## src/rtl/axi_lite_arbiter.sv

```systemverilog
// axi_lite_arbiter
//   Two-master to one-slave AXI4-Lite arbiter. m0 (IFU) is read-only and m1
//   (LSU) has full read/write channels. Only one transaction is outstanding on
//   the s_* port at a time. A watchdog abandons a transaction whose response
//   never arrives and answers the granted master with SLVERR instead.
//
// Parameters
//   TIMEOUT      response-wait limit in cycles, 0 disables the watchdog
//   ROUND_ROBIN  contested reads: 0 = m1 always wins, 1 = alternate masters
//
// Ports
//   clk, rst          clock, synchronous active-high reset
//   m0_ar*, m0_r*     IFU read address / read data channels
//   m1_aw*, m1_w*,    LSU write address / write data / write response,
//   m1_b*, m1_ar*,    read address and read data channels
//   m1_r*
//   s_*               AXI4-Lite master port toward the memory slave
//   timeout_err       one-cycle pulse when the watchdog fires
//   dbg_state         current FSM state (IDLE=0 RD_M0=1 RD_M1=2 WR_M1=3 ERR=4)
//
// Handshake semantics: a transfer happens on a channel in the cycle where
// both valid and ready are high. This block routes valid/ready only while a
// master holds the grant; in IDLE and ERR nothing reaches the slave, and in
// IDLE nothing reaches either master.
module axi_lite_arbiter #(
  parameter int unsigned TIMEOUT     = 1024,
  parameter int unsigned ROUND_ROBIN = 0
) (
  input  logic        clk,
  input  logic        rst,
  // m0 read address
  input  logic [31:0] m0_araddr,
  input  logic [2:0]  m0_arprot,
  input  logic        m0_arvalid,
  output logic        m0_arready,
  // m0 read data
  output logic [63:0] m0_rdata,
  output logic [1:0]  m0_rresp,
  output logic        m0_rvalid,
  input  logic        m0_rready,
  // m1 write address
  input  logic [31:0] m1_awaddr,
  input  logic [2:0]  m1_awprot,
  input  logic        m1_awvalid,
  output logic        m1_awready,
  // m1 write data
  input  logic [63:0] m1_wdata,
  input  logic [7:0]  m1_wstrb,
  input  logic        m1_wvalid,
  output logic        m1_wready,
  // m1 write response
  output logic [1:0]  m1_bresp,
  output logic        m1_bvalid,
  input  logic        m1_bready,
  // m1 read address
  input  logic [31:0] m1_araddr,
  input  logic [2:0]  m1_arprot,
  input  logic        m1_arvalid,
  output logic        m1_arready,
  // m1 read data
  output logic [63:0] m1_rdata,
  output logic [1:0]  m1_rresp,
  output logic        m1_rvalid,
  input  logic        m1_rready,
  // slave write address
  output logic [31:0] s_awaddr,
  output logic [2:0]  s_awprot,
  output logic        s_awvalid,
  input  logic        s_awready,
  // slave write data
  output logic [63:0] s_wdata,
  output logic [7:0]  s_wstrb,
  output logic        s_wvalid,
  input  logic        s_wready,
  // slave write response
  input  logic [1:0]  s_bresp,
  input  logic        s_bvalid,
  output logic        s_bready,
  // slave read address
  output logic [31:0] s_araddr,
  output logic [2:0]  s_arprot,
  output logic        s_arvalid,
  input  logic        s_arready,
  // slave read data
  input  logic [63:0] s_rdata,
  input  logic [1:0]  s_rresp,
  input  logic        s_rvalid,
  output logic        s_rready,
  // status
  output logic        timeout_err,
  output logic [2:0]  dbg_state
);

  typedef enum logic [2:0] {
    IDLE  = 3'd0,
    RD_M0 = 3'd1,
    RD_M1 = 3'd2,
    WR_M1 = 3'd3,
    ERR   = 3'd4
  } state_t;

  localparam int unsigned CW = (TIMEOUT > 2) ? $clog2(TIMEOUT) : 1;
  localparam logic [CW-1:0] CNT_LAST = (TIMEOUT == 0) ? '0 : CW'(TIMEOUT - 1);

  state_t          state_q, state_d;
  state_t          gnt_q, gnt_d;           // granted state, remembered for ERR
  logic            last_grant_q, last_grant_d;  // 0 = m0, 1 = m1
  logic            addr_done_q, addr_done_d;    // AW (write) or AR (read) done
  logic            w_done_q, w_done_d;
  logic [CW-1:0]   cnt_q, cnt_d;
  logic            timeout_err_q, timeout_err_d;
  logic            resp_hs;

  assign timeout_err = timeout_err_q;
  assign dbg_state   = state_q;

  // Channel routing: purely a function of the current state, so a request
  // only reaches the slave from the cycle after the grant decision.
  always_comb begin
    m0_arready = 1'b0;
    m0_rdata   = '0;
    m0_rresp   = '0;
    m0_rvalid  = 1'b0;
    m1_awready = 1'b0;
    m1_wready  = 1'b0;
    m1_bresp   = '0;
    m1_bvalid  = 1'b0;
    m1_arready = 1'b0;
    m1_rdata   = '0;
    m1_rresp   = '0;
    m1_rvalid  = 1'b0;
    s_awaddr   = '0;
    s_awprot   = '0;
    s_awvalid  = 1'b0;
    s_wdata    = '0;
    s_wstrb    = '0;
    s_wvalid   = 1'b0;
    s_bready   = 1'b0;
    s_araddr   = '0;
    s_arprot   = '0;
    s_arvalid  = 1'b0;
    s_rready   = 1'b0;
    case (state_q)
      RD_M0: begin
        s_araddr   = m0_araddr;
        s_arprot   = m0_arprot;
        s_arvalid  = m0_arvalid & ~addr_done_q;
        m0_arready = s_arready & ~addr_done_q;
        m0_rdata   = s_rdata;
        m0_rresp   = s_rresp;
        m0_rvalid  = s_rvalid;
        s_rready   = m0_rready;
      end
      RD_M1: begin
        s_araddr   = m1_araddr;
        s_arprot   = m1_arprot;
        s_arvalid  = m1_arvalid & ~addr_done_q;
        m1_arready = s_arready & ~addr_done_q;
        m1_rdata   = s_rdata;
        m1_rresp   = s_rresp;
        m1_rvalid  = s_rvalid;
        s_rready   = m1_rready;
      end
      WR_M1: begin
        // AW and W are tracked separately so they may finish in any order.
        s_awaddr   = m1_awaddr;
        s_awprot   = m1_awprot;
        s_awvalid  = m1_awvalid & ~addr_done_q;
        m1_awready = s_awready & ~addr_done_q;
        s_wdata    = m1_wdata;
        s_wstrb    = m1_wstrb;
        s_wvalid   = m1_wvalid & ~w_done_q;
        m1_wready  = s_wready & ~w_done_q;
        m1_bresp   = s_bresp;
        m1_bvalid  = s_bvalid;
        s_bready   = m1_bready;
      end
      ERR: begin
        // Synthesised SLVERR toward whichever master held the grant.
        case (gnt_q)
          RD_M0: begin
            m0_rvalid = 1'b1;
            m0_rresp  = 2'b10;
          end
          RD_M1: begin
            m1_rvalid = 1'b1;
            m1_rresp  = 2'b10;
          end
          default: begin
            m1_bvalid = 1'b1;
            m1_bresp  = 2'b10;
          end
        endcase
      end
      default: ;
    endcase
  end

  assign resp_hs = (s_rvalid & s_rready) | (s_bvalid & s_bready);

  always_comb begin
    state_d       = state_q;
    gnt_d         = gnt_q;
    last_grant_d  = last_grant_q;
    addr_done_d   = addr_done_q;
    w_done_d      = w_done_q;
    cnt_d         = cnt_q;
    timeout_err_d = 1'b0;
    case (state_q)
      IDLE: begin
        cnt_d       = '0;
        addr_done_d = 1'b0;
        w_done_d    = 1'b0;
        if (m1_awvalid && m1_wvalid) begin
          state_d = WR_M1;
        end else if (m1_arvalid && m0_arvalid) begin
          // last_grant_q resets to m0, so the first contest goes to m1.
          if (ROUND_ROBIN != 0 && last_grant_q) state_d = RD_M0;
          else                                  state_d = RD_M1;
        end else if (m1_arvalid) begin
          state_d = RD_M1;
        end else if (m0_arvalid) begin
          state_d = RD_M0;
        end
        if (state_d == RD_M0) last_grant_d = 1'b0;
        if (state_d == RD_M1) last_grant_d = 1'b1;
        if (state_d != IDLE)  gnt_d = state_d;
      end
      RD_M0, RD_M1, WR_M1: begin
        cnt_d = cnt_q + CW'(1);
        if ((s_arvalid && s_arready) || (s_awvalid && s_awready)) addr_done_d = 1'b1;
        if (s_wvalid && s_wready) w_done_d = 1'b1;
        if (resp_hs) begin
          state_d = IDLE;
        end else if (TIMEOUT != 0 && cnt_q == CNT_LAST) begin
          state_d       = ERR;
          timeout_err_d = 1'b1;
        end
      end
      ERR: begin
        if ((gnt_q == RD_M0 && m0_rready) ||
            (gnt_q == RD_M1 && m1_rready) ||
            (gnt_q == WR_M1 && m1_bready)) begin
          state_d = IDLE;
        end
      end
      default: state_d = IDLE;
    endcase
  end

  always_ff @(posedge clk) begin
    if (rst) begin
      state_q       <= IDLE;
      gnt_q         <= IDLE;
      last_grant_q  <= 1'b0;
      addr_done_q   <= 1'b0;
      w_done_q      <= 1'b0;
      cnt_q         <= '0;
      timeout_err_q <= 1'b0;
    end else begin
      state_q       <= state_d;
      gnt_q         <= gnt_d;
      last_grant_q  <= last_grant_d;
      addr_done_q   <= addr_done_d;
      w_done_q      <= w_done_d;
      cnt_q         <= cnt_d;
      timeout_err_q <= timeout_err_d;
    end
  end

endmodule

```

## config.mk

```make
export PLATFORM = sky130hd
export DESIGN_NAME = axi_lite_arbiter
export DESIGN_NICKNAME = d
export VERILOG_FILES = /design/src/rtl/axi_lite_arbiter.sv
export SDC_FILE = /design/constraint.sdc
export NUM_CORES = 1
export LEC_CHECK = 0
export CELL_PAD_IN_SITES_DETAIL_PLACEMENT = 0
export CELL_PAD_IN_SITES_GLOBAL_PLACEMENT = 2
export CORE_AREA = 4 4 211 213
export CTS_CLUSTER_DIAMETER = 200
export DETAILED_ROUTE_END_ITERATION = 7
export DIE_AREA = 0 0 215 217
export DONT_BUFFER_PORTS = 1
export HOLD_SLACK_MARGIN = 0.1
export PLACE_DENSITY = 0.35
export SYNTH_ARGS = -nofsm -noshare
export SYNTH_HDL_FRONTEND = slang
export SYNTH_SLANG_ARGS = --single-unit
```

## constraint.sdc

```tcl
create_clock -name clk -period 2.1 [get_ports clk]
set_clock_uncertainty 0.15 [all_clocks]
set_input_delay 0.42 -clock clk [delete_from_list [all_inputs] [get_ports clk]]
set_output_delay 0.42 -clock clk [all_outputs]
set_load 0.005 [all_outputs]
```

==> results by group, run 1 <==
Run
  • Max-cap violations: 0

Worst setup path
  • Crit Path Category: register to primary output
  • CP Capture Point: m1_arready
  • Req. time, crit path: 1.53 ns
  • Slowest cell delay on critical path: 0.38 ns
  • R2r endpoint: cnt_q[4]$_SDFFE_PP0P_
  • Startpoint types: register
  • Buf/Inv on CP: 3
  • Arrival time of the worst setup path: approximately 1.5 ns
  • Crit-path cells: nor3b_4 -> buf_12 -> buf_12 -> buf_6 -> and3b_2
  • CP startpoint: dbg_state[2]$_SDFFE_PP0P_
  • CP max FO: 7
  • Reg2Reg Depth: 5
  • Critical Path Stages: 5
  • Reg2reg start: dbg_state[1]$_SDFFE_PP0P_
  • CP max stage cell: dfxtp_4
  • CP dominant cell by count: buf_12
  • Register-to-register setup slack: around 0.21 ns
  • Top Family by Delay on Critical Path: buffers and inverters
  • Critical path capture point type: primary output

Routing
  • Drt total wl: 20300 um
  • Via density: 3.357
  • Final ANT Viol Nets: 0
  • Via count: 3357
  • Drt first pass iters: 4
  • Post-route DRC: 0
  • Wire per inst: ~20 um
  • Initial drt markers: approximately 160

Status
  • Outcome: finished clean

Clock tree
  • Clock Latency Late Sink: 0.26 ns
  • CTS Buf Count: 3
  • Clock H-tree levels: 1
  • CTS tree: built
  • Max clock buf depth: 2
  • Clock Pin Slew Worst Setup and Hold Paths: 0.06 ns
  • Clk sinks: 19
  • Root buf cell: clkbuf_16

Power and ir drop
  • Leakage: around 1.6 nW
  • Peak VDD IR: approximately 230 uV
  • Final Power: around 2 mW
  • Cell Pwr Density: between 400 and 500 mW/mm2

Placement
  • Number of I/O port buffers: 0
  • Final HPWL DP: between 15000 and 20000 um
  • GP Congestion: between 0.7 and 0.8
  • Dpl cells: 967
  • Pre-CTS WS: ~0.11 ns

GRT
  • GR Overflow Total: 0
  • Total track usage: under 10%
  • Vias in the first global route: 3147
  • Initial antenna violation count: 7
  • First-pass GRT wire length: 23890 um
  • Largest net degree at the start of global routing: 110

Synth
  • Top_reg_cell synth: dfxtp_1
  • Synth area leader: and2_1
  • Post-synth ARST share: 0%
  • #FFs+latches synth: 19
  • Most area-consuming cells after synthesis: and2_1 49%, dfxtp_1 13%, a22o_1 10%
  • Syn_area_per_cell: ~7 um2
  • Syn Inst Count: approximately 440
  • Synth top cells by count: 240 x and2_1, 35 x a22o_1, 19 x dfxtp_1
  • Synth cell types: 45
  • Count leader, synth: and2_1
  • Ys Warns: 0
  • EDFF count, synth: 0
  • Post-Syn Area: around 0.0030 mm2
  • Top cell type's share of synthesized area: between 40% and 50%
  • Net Count, Synth: 695
  • Register area share after synthesis: 12.52%

Floorplan
  • Chip Width: around 220 um
  • Die height: around 220 um
  • Core ar.: ~0.043 mm2
  • Placement Rows: 76
  • Die ar.: roughly 0.047 mm2
  • I/O Pins: 551
  • Initial core utilization: ~7%

Timing
  • Max-slew violation count: 0
  • Worst slew pin tran: roughly 0.63 ns
  • Headroom to the max-slew limit: 57.49%
  • Period utilization: approximately 98%
  • Fmax: 485.7 MHz
  • Post-route worst setup slack: around 0.041 ns
  • Final min period: roughly 2 ns
  • Unrepaired setup endpoints after global routing: true
  • Final count of negative-setup-slack endpoints: 0
  • Final Hold Vio Count: 0

Layout
  • Final cell count without fillers: 1000
  • Nets: 708
  • Area grow syn2layout: 44.05%
  • FILL cells: 4950
  • Layout cells sized above 1: roughly a fifth

Min path
  • Worst Hold Class: input port to register
[how the worst min path moves through the flow]
stage                                startpoint                         to  slack (ns)  depth (start not counted)
after floorplan           gnt_q[2]$_SDFFE_PP0P_      gnt_q[2]$_SDFFE_PP0P_        0.32                          2
after global placement                      rst  dbg_state[2]$_SDFFE_PP0P_        0.34                          1
after detailed placement                    rst  dbg_state[2]$_SDFFE_PP0P_        0.34                          1
after CTS                            m1_arvalid      gnt_q[2]$_SDFFE_PP0P_        0.11                          1
after global routing                 m1_arvalid      gnt_q[2]$_SDFFE_PP0P_        0.11                          1
final                                m1_arvalid      gnt_q[2]$_SDFFE_PP0P_        0.12                          1
[worst register-to-register path, cell delays in order, from the launching register on]
cell	delay [ns]
dfxtp_4	0.36
buf_4	0.14
buf_4	0.16
nor3_1	0.54
or2_2	0.36
nor2_1	0.08
[metal layers]
metal / share of wire, % / global-route usage (%) / vias up
met5: 0.064 / 0 / -
met4: 2.8 / 2.233 / 2
met3: 6.0 / 1.480 / 33
met2: 50 / 11.40 / 205
met1: 41 / 8.834 / 1655
li1: - / - / 1462
[cell usage in the layout, fill, tap and decap left out, types with 2 or more instances in the layout]
cell type  instances
a21oi_1            6
buf_16             2
and2_1           221
nand4b_1           2
xor2_1             6
and3b_1            2
nand2_1            9
and2_4            19
nor4b_4            2
a32o_1             2
inv_1              3
nor4b_2            3
buf_12             5
a22o_4             4
o21ai_0            2
a21o_1             4
nor3b_4            2
nor2_1            16
buf_6              9
nor3_1             3
clkbuf_16          7
nand3b_1           2
a31oi_1            2
buf_4             26
diode_2            7
o21a_1             2
dfxtp_4            3
dfxtp_1           16
nand3_1            5
and4_1             2
nand4_1            3
a22o_1            31
xnor2_1            3
[cell families after synthesis]
| family | synth area share (%) |
|---|---|
| adders and majority gates | 0.4116 |
| AOI/OAI and AO/OA | 16.47 |
| DFF | 12.52 |
| and+or+nand+nor | 61.22 |
| buffers and inverters | 6.422 |
| xor gates and xnor gates | 2.594 |
| muxes | 0.3705 |
[final cells by class]
cell class / count / area, um2 / share of cell area, %
inverters: 3 / 11.26 / 0.2572
clock inverters: 1 / 5.005 / 0.1143
diodes: 7 / 17.52 / 0.4001
clock buffers: 3 / 75.07 / 1.715
multi-input cells: 373 / 2618 / 59.79
repair buffers: 48 / 576.8 / 13.18
flip-flops and latches: 19 / 391.6 / 8.945
well taps: 546 / 683.2 / 15.60
[through the flow]
stage | hold WS [ns] | utilization, % | setup TNS (ns) | area (um2)
6_report | 0.1152 | 10.25 | 0 | 4378
5_1_grt | 0.1146 | 10.23 | -0.3487 | 4368
4_1_cts | 0.1084 | 9.656 | -0.1687 | 4123
3_5_place_dp | 0.3403 | 8.932 | 0 | 3814
3_3_place_gp | 0.3396 | 8.932 | 0 | 3814
2_1_floorplan | 0.3249 | - | 0 | 3039
[state kept, by name, summed over array words and instances (netlist names)]
| register | count |
|---|---|
| cnt_q | 10 |
| dbg_state | 3 |
| addr_done_q | 1 |
| w_done_q | 1 |
| timeout_err | 1 |
| gnt_q | 3 |
[power by group]
| part | internal (mW) | switching, mW | total, mW |
|---|---|---|---|
| registers | 0.378 | 0.0303 | 0.408 |
| clock network | 0.256 | 0.155 | 0.411 |
| logic | 0.564 | 0.616 | 1.18 |
| total | 1.20 | 0.802 | 2.00 |
[what timing repair did]
action	in CTS	in global routing
endpoints found under the hold margin	7	0
buffers inserted	8	6
endpoints found under the setup margin	250	206
hold buffers	1	0
resized for setup	28	23
cloned	2	6
pin swaps	4	8
Power figures use the tool's default switching activity.
==> run 2: changes to the inputs <==
--- a/config.mk
+++ b/config.mk
@@ -12,6 +12,7 @@
 export DETAILED_ROUTE_END_ITERATION = 7
 export DIE_AREA = 0 0 215 217
 export DONT_BUFFER_PORTS = 1
+export GPL_TIMING_DRIVEN = 0
 export HOLD_SLACK_MARGIN = 0.1
 export PLACE_DENSITY = 0.35
 export SYNTH_ARGS = -nofsm -noshare
==> run 2 against run 1 <==
Net effect: the flow now finishes with violations (negative setup slack); design area increased by 10%; critical path depth increased by 1; hold slack got worse by 0.0016 ns; die area unchanged; sequential share of layout area decreased by 0.88 points; sequential power increased by 2%; core utilization increased by 1.1 points; total power increased by 14%.
==> results by group, run 2 (synthesis results as in run 1) <==
Status
  • Outcome: complete, but fails checks
  • Failing checks: negative setup slack

GRT
  • Vias in the first global route: between 3000 and 4000
  • Largest net degree at the start of global routing: 12
  • First-pass GRT wire length: 27700 um
  • Initial antenna violation count: 4
  • Total track usage: 8.006%
  • GR Overflow Total: 0

Timing
  • Period utilization: 102.4%
  • Final count of negative-setup-slack endpoints: roughly 120
  • Final min period: 2.150 ns
  • Final Hold Vio Count: 0
  • Max-slew violation count: 0
  • Setup TNS Final: -2.168 ns
  • Worst slew pin tran: slightly below 0.5 ns
  • Post-route worst setup slack: -0.04954 ns
  • Fmax: 465.2 MHz
  • Headroom to the max-slew limit: a little under 70%
  • Unrepaired setup endpoints after global routing: true

Layout
  • Nets: between 700 and 800
  • Layout cells sized above 1: a little under two fifths
  • Final core occ: 11.31%
  • Antenna cells: 0
  • Most frequent cells in the layout: 155 x and2_1, 85 x and2_4, 30 x a22o_1, 16 x buf_4, 16 x dfxtp_1
  • Top reg by flops: cnt_q
  • Leading cell type in the layout, fill and taps excluded: and2_1
  • Area grow syn2layout: 58.83%
  • Final cell count without fillers: between 1000 and 1500
  • Max FFs per register: 10
  • Final instance area: 0.004827 mm2

Routing
  • Final ANT Viol Nets: 0
  • Wire per inst: approximately 22 um
  • Post-route DRC: 0
  • Drt total wl: about 22000 um
  • Initial drt markers: 121
  • Via count: ~3500
  • Via density: ~3.5
  • Drt first pass iters: 4

Worst setup path
  • Register-to-register setup slack: 0.33 ns
  • Req. time, crit path: roughly 1.5 ns
  • Buf/Inv on CP: 4
  • Crit-path cells: buf_6 -> nor3b_4 -> buf_6 -> buf_12 -> clkbuf_16 -> and2_4
  • CP dominant cell by count: buf_6
  • Arrival time of the worst setup path: between 1.5 and 2 ns
  • CP startpoint: dbg_state[2]$_SDFFE_PP0P_
  • CP max stage cell: dfxtp_2
  • Startpoint types: register
  • Slowest cell delay on critical path: approximately 0.34 ns
  • Crit Path Category: register to primary output
  • Reg2reg start: dbg_state[2]$_SDFFE_PP0P_
  • CP max FO: 5
  • Critical path capture point type: primary output
  • Top Family by Delay on Critical Path: buffers and inverters

Floorplan
  • Initial core utilization: between 7 and 8%
  • Core ar.: 0.04270 mm2
  • Placement Rows: 76
  • Chip Width: 215 um
  • I/O Pins: between 500 and 600
  • Die ar.: roughly 0.047 mm2
  • Die height: ~220 um

Placement
  • GP Congestion: 0.7919
  • Dpl cells: approximately 980
  • Placed Area: 0.003722 mm2
  • Number of I/O port buffers: 0
  • Final HPWL DP: approximately 18000 um

Power and ir drop
  • Final Power: 2.280 mW
  • Peak VDD IR: between 200 and 250 uV
  • Cell Pwr Density: between 400 and 500 mW/mm2
  • Leakage: about 1.9 nW

Min path
  • Worst Hold Class: input port to register
  • HP Start: m1_arvalid

Clock tree
  • Root buf cell: clkbuf_16
  • Clock Latency Late Sink: between 0.2 and 0.3 ns
  • Max clock buf depth: 2
  • Clock H-tree levels: 1
  • CTS tree: built
  • Clock Pin Slew Worst Setup and Hold Paths: around 0.06 ns
  • Clk sinks: 19
  • Hold buffers post-CTS: 0
  • CTS Buf Count: 3

Run
  • Max-cap violations: 0
-- run 2: cell types whose count changed in the layout (fill, tap and decap cells not counted), sizes merged --
cell         before  now
dlygate4sd3       1    0
diode             7    0
buf              43   46
clkbuf            7   22
-- run 2: worst reg2reg max path, cell delays in order, from the launching register on --
cell	delay [ns]
dfxtp_2	0.35
buf_6	0.15
nor3b_4	0.05
buf_4	0.13
buf_4	0.13
a22oi_1	0.30
nand2b_1	0.29
a21oi_1	0.10
-- run 2: per-layer routing --
metal	GRT usage, %	vias up	wire (um)
li1	-	1489	-
met1	10.79	1753	9469
met2	13.91	216	11050
met3	1.047	25	1067
met4	1.353	2	350
met5	0	-	13
-- run 2: worst paths after layout --
check                                  end  cells past startpoint
setup / recovery               m0_rdata[5]                      6
hold / removal       gnt_q[2]$_SDFFE_PP0P_                      1
setup reg to reg  addr_done_q$_SDFFE_PP0P_                      7
hold reg to reg      cnt_q[8]$_SDFFE_PP0P_                      2
-- run 2: through the flow --
step	setup WS [ns]	hold WS, ns
after global routing	-0.1272	0.1184
after detailed placement	-0.7921	0.3582
after global placement	-0.7555	0.3632
after CTS	-0.1183	0.1108
final	-0.04954	0.1136
after floorplan	0.2345	0.3249
-- run 2: final cells by class --
class                   count  area (um2)
inverters                   3       11.26
fillers                  4895       37870
repair buffers             27       334.1
well taps                 546       683.2
clock inverters             1       5.005
flip-flops and latches     19       389.1
multi-input cells         373        2805
plain buffers              38       524.3
clock buffers               3       75.07
-- run 2: repair_timing --
| item | CTS | global route |
|---|---|---|
| cloned | 3 | 4 |
| pin swaps | 15 | 39 |
| resized for setup | 163 | 68 |
| setup endpoints to repair | 288 | 272 |
| setup buffers | 10 | 10 |
-- run 2: power breakdown --
part	total [mW]	internal [mW]	switching, mW
Clock	0.414	0.256	0.158
Sequential	0.418	0.379	0.0388
Combinational	1.45	0.753	0.695
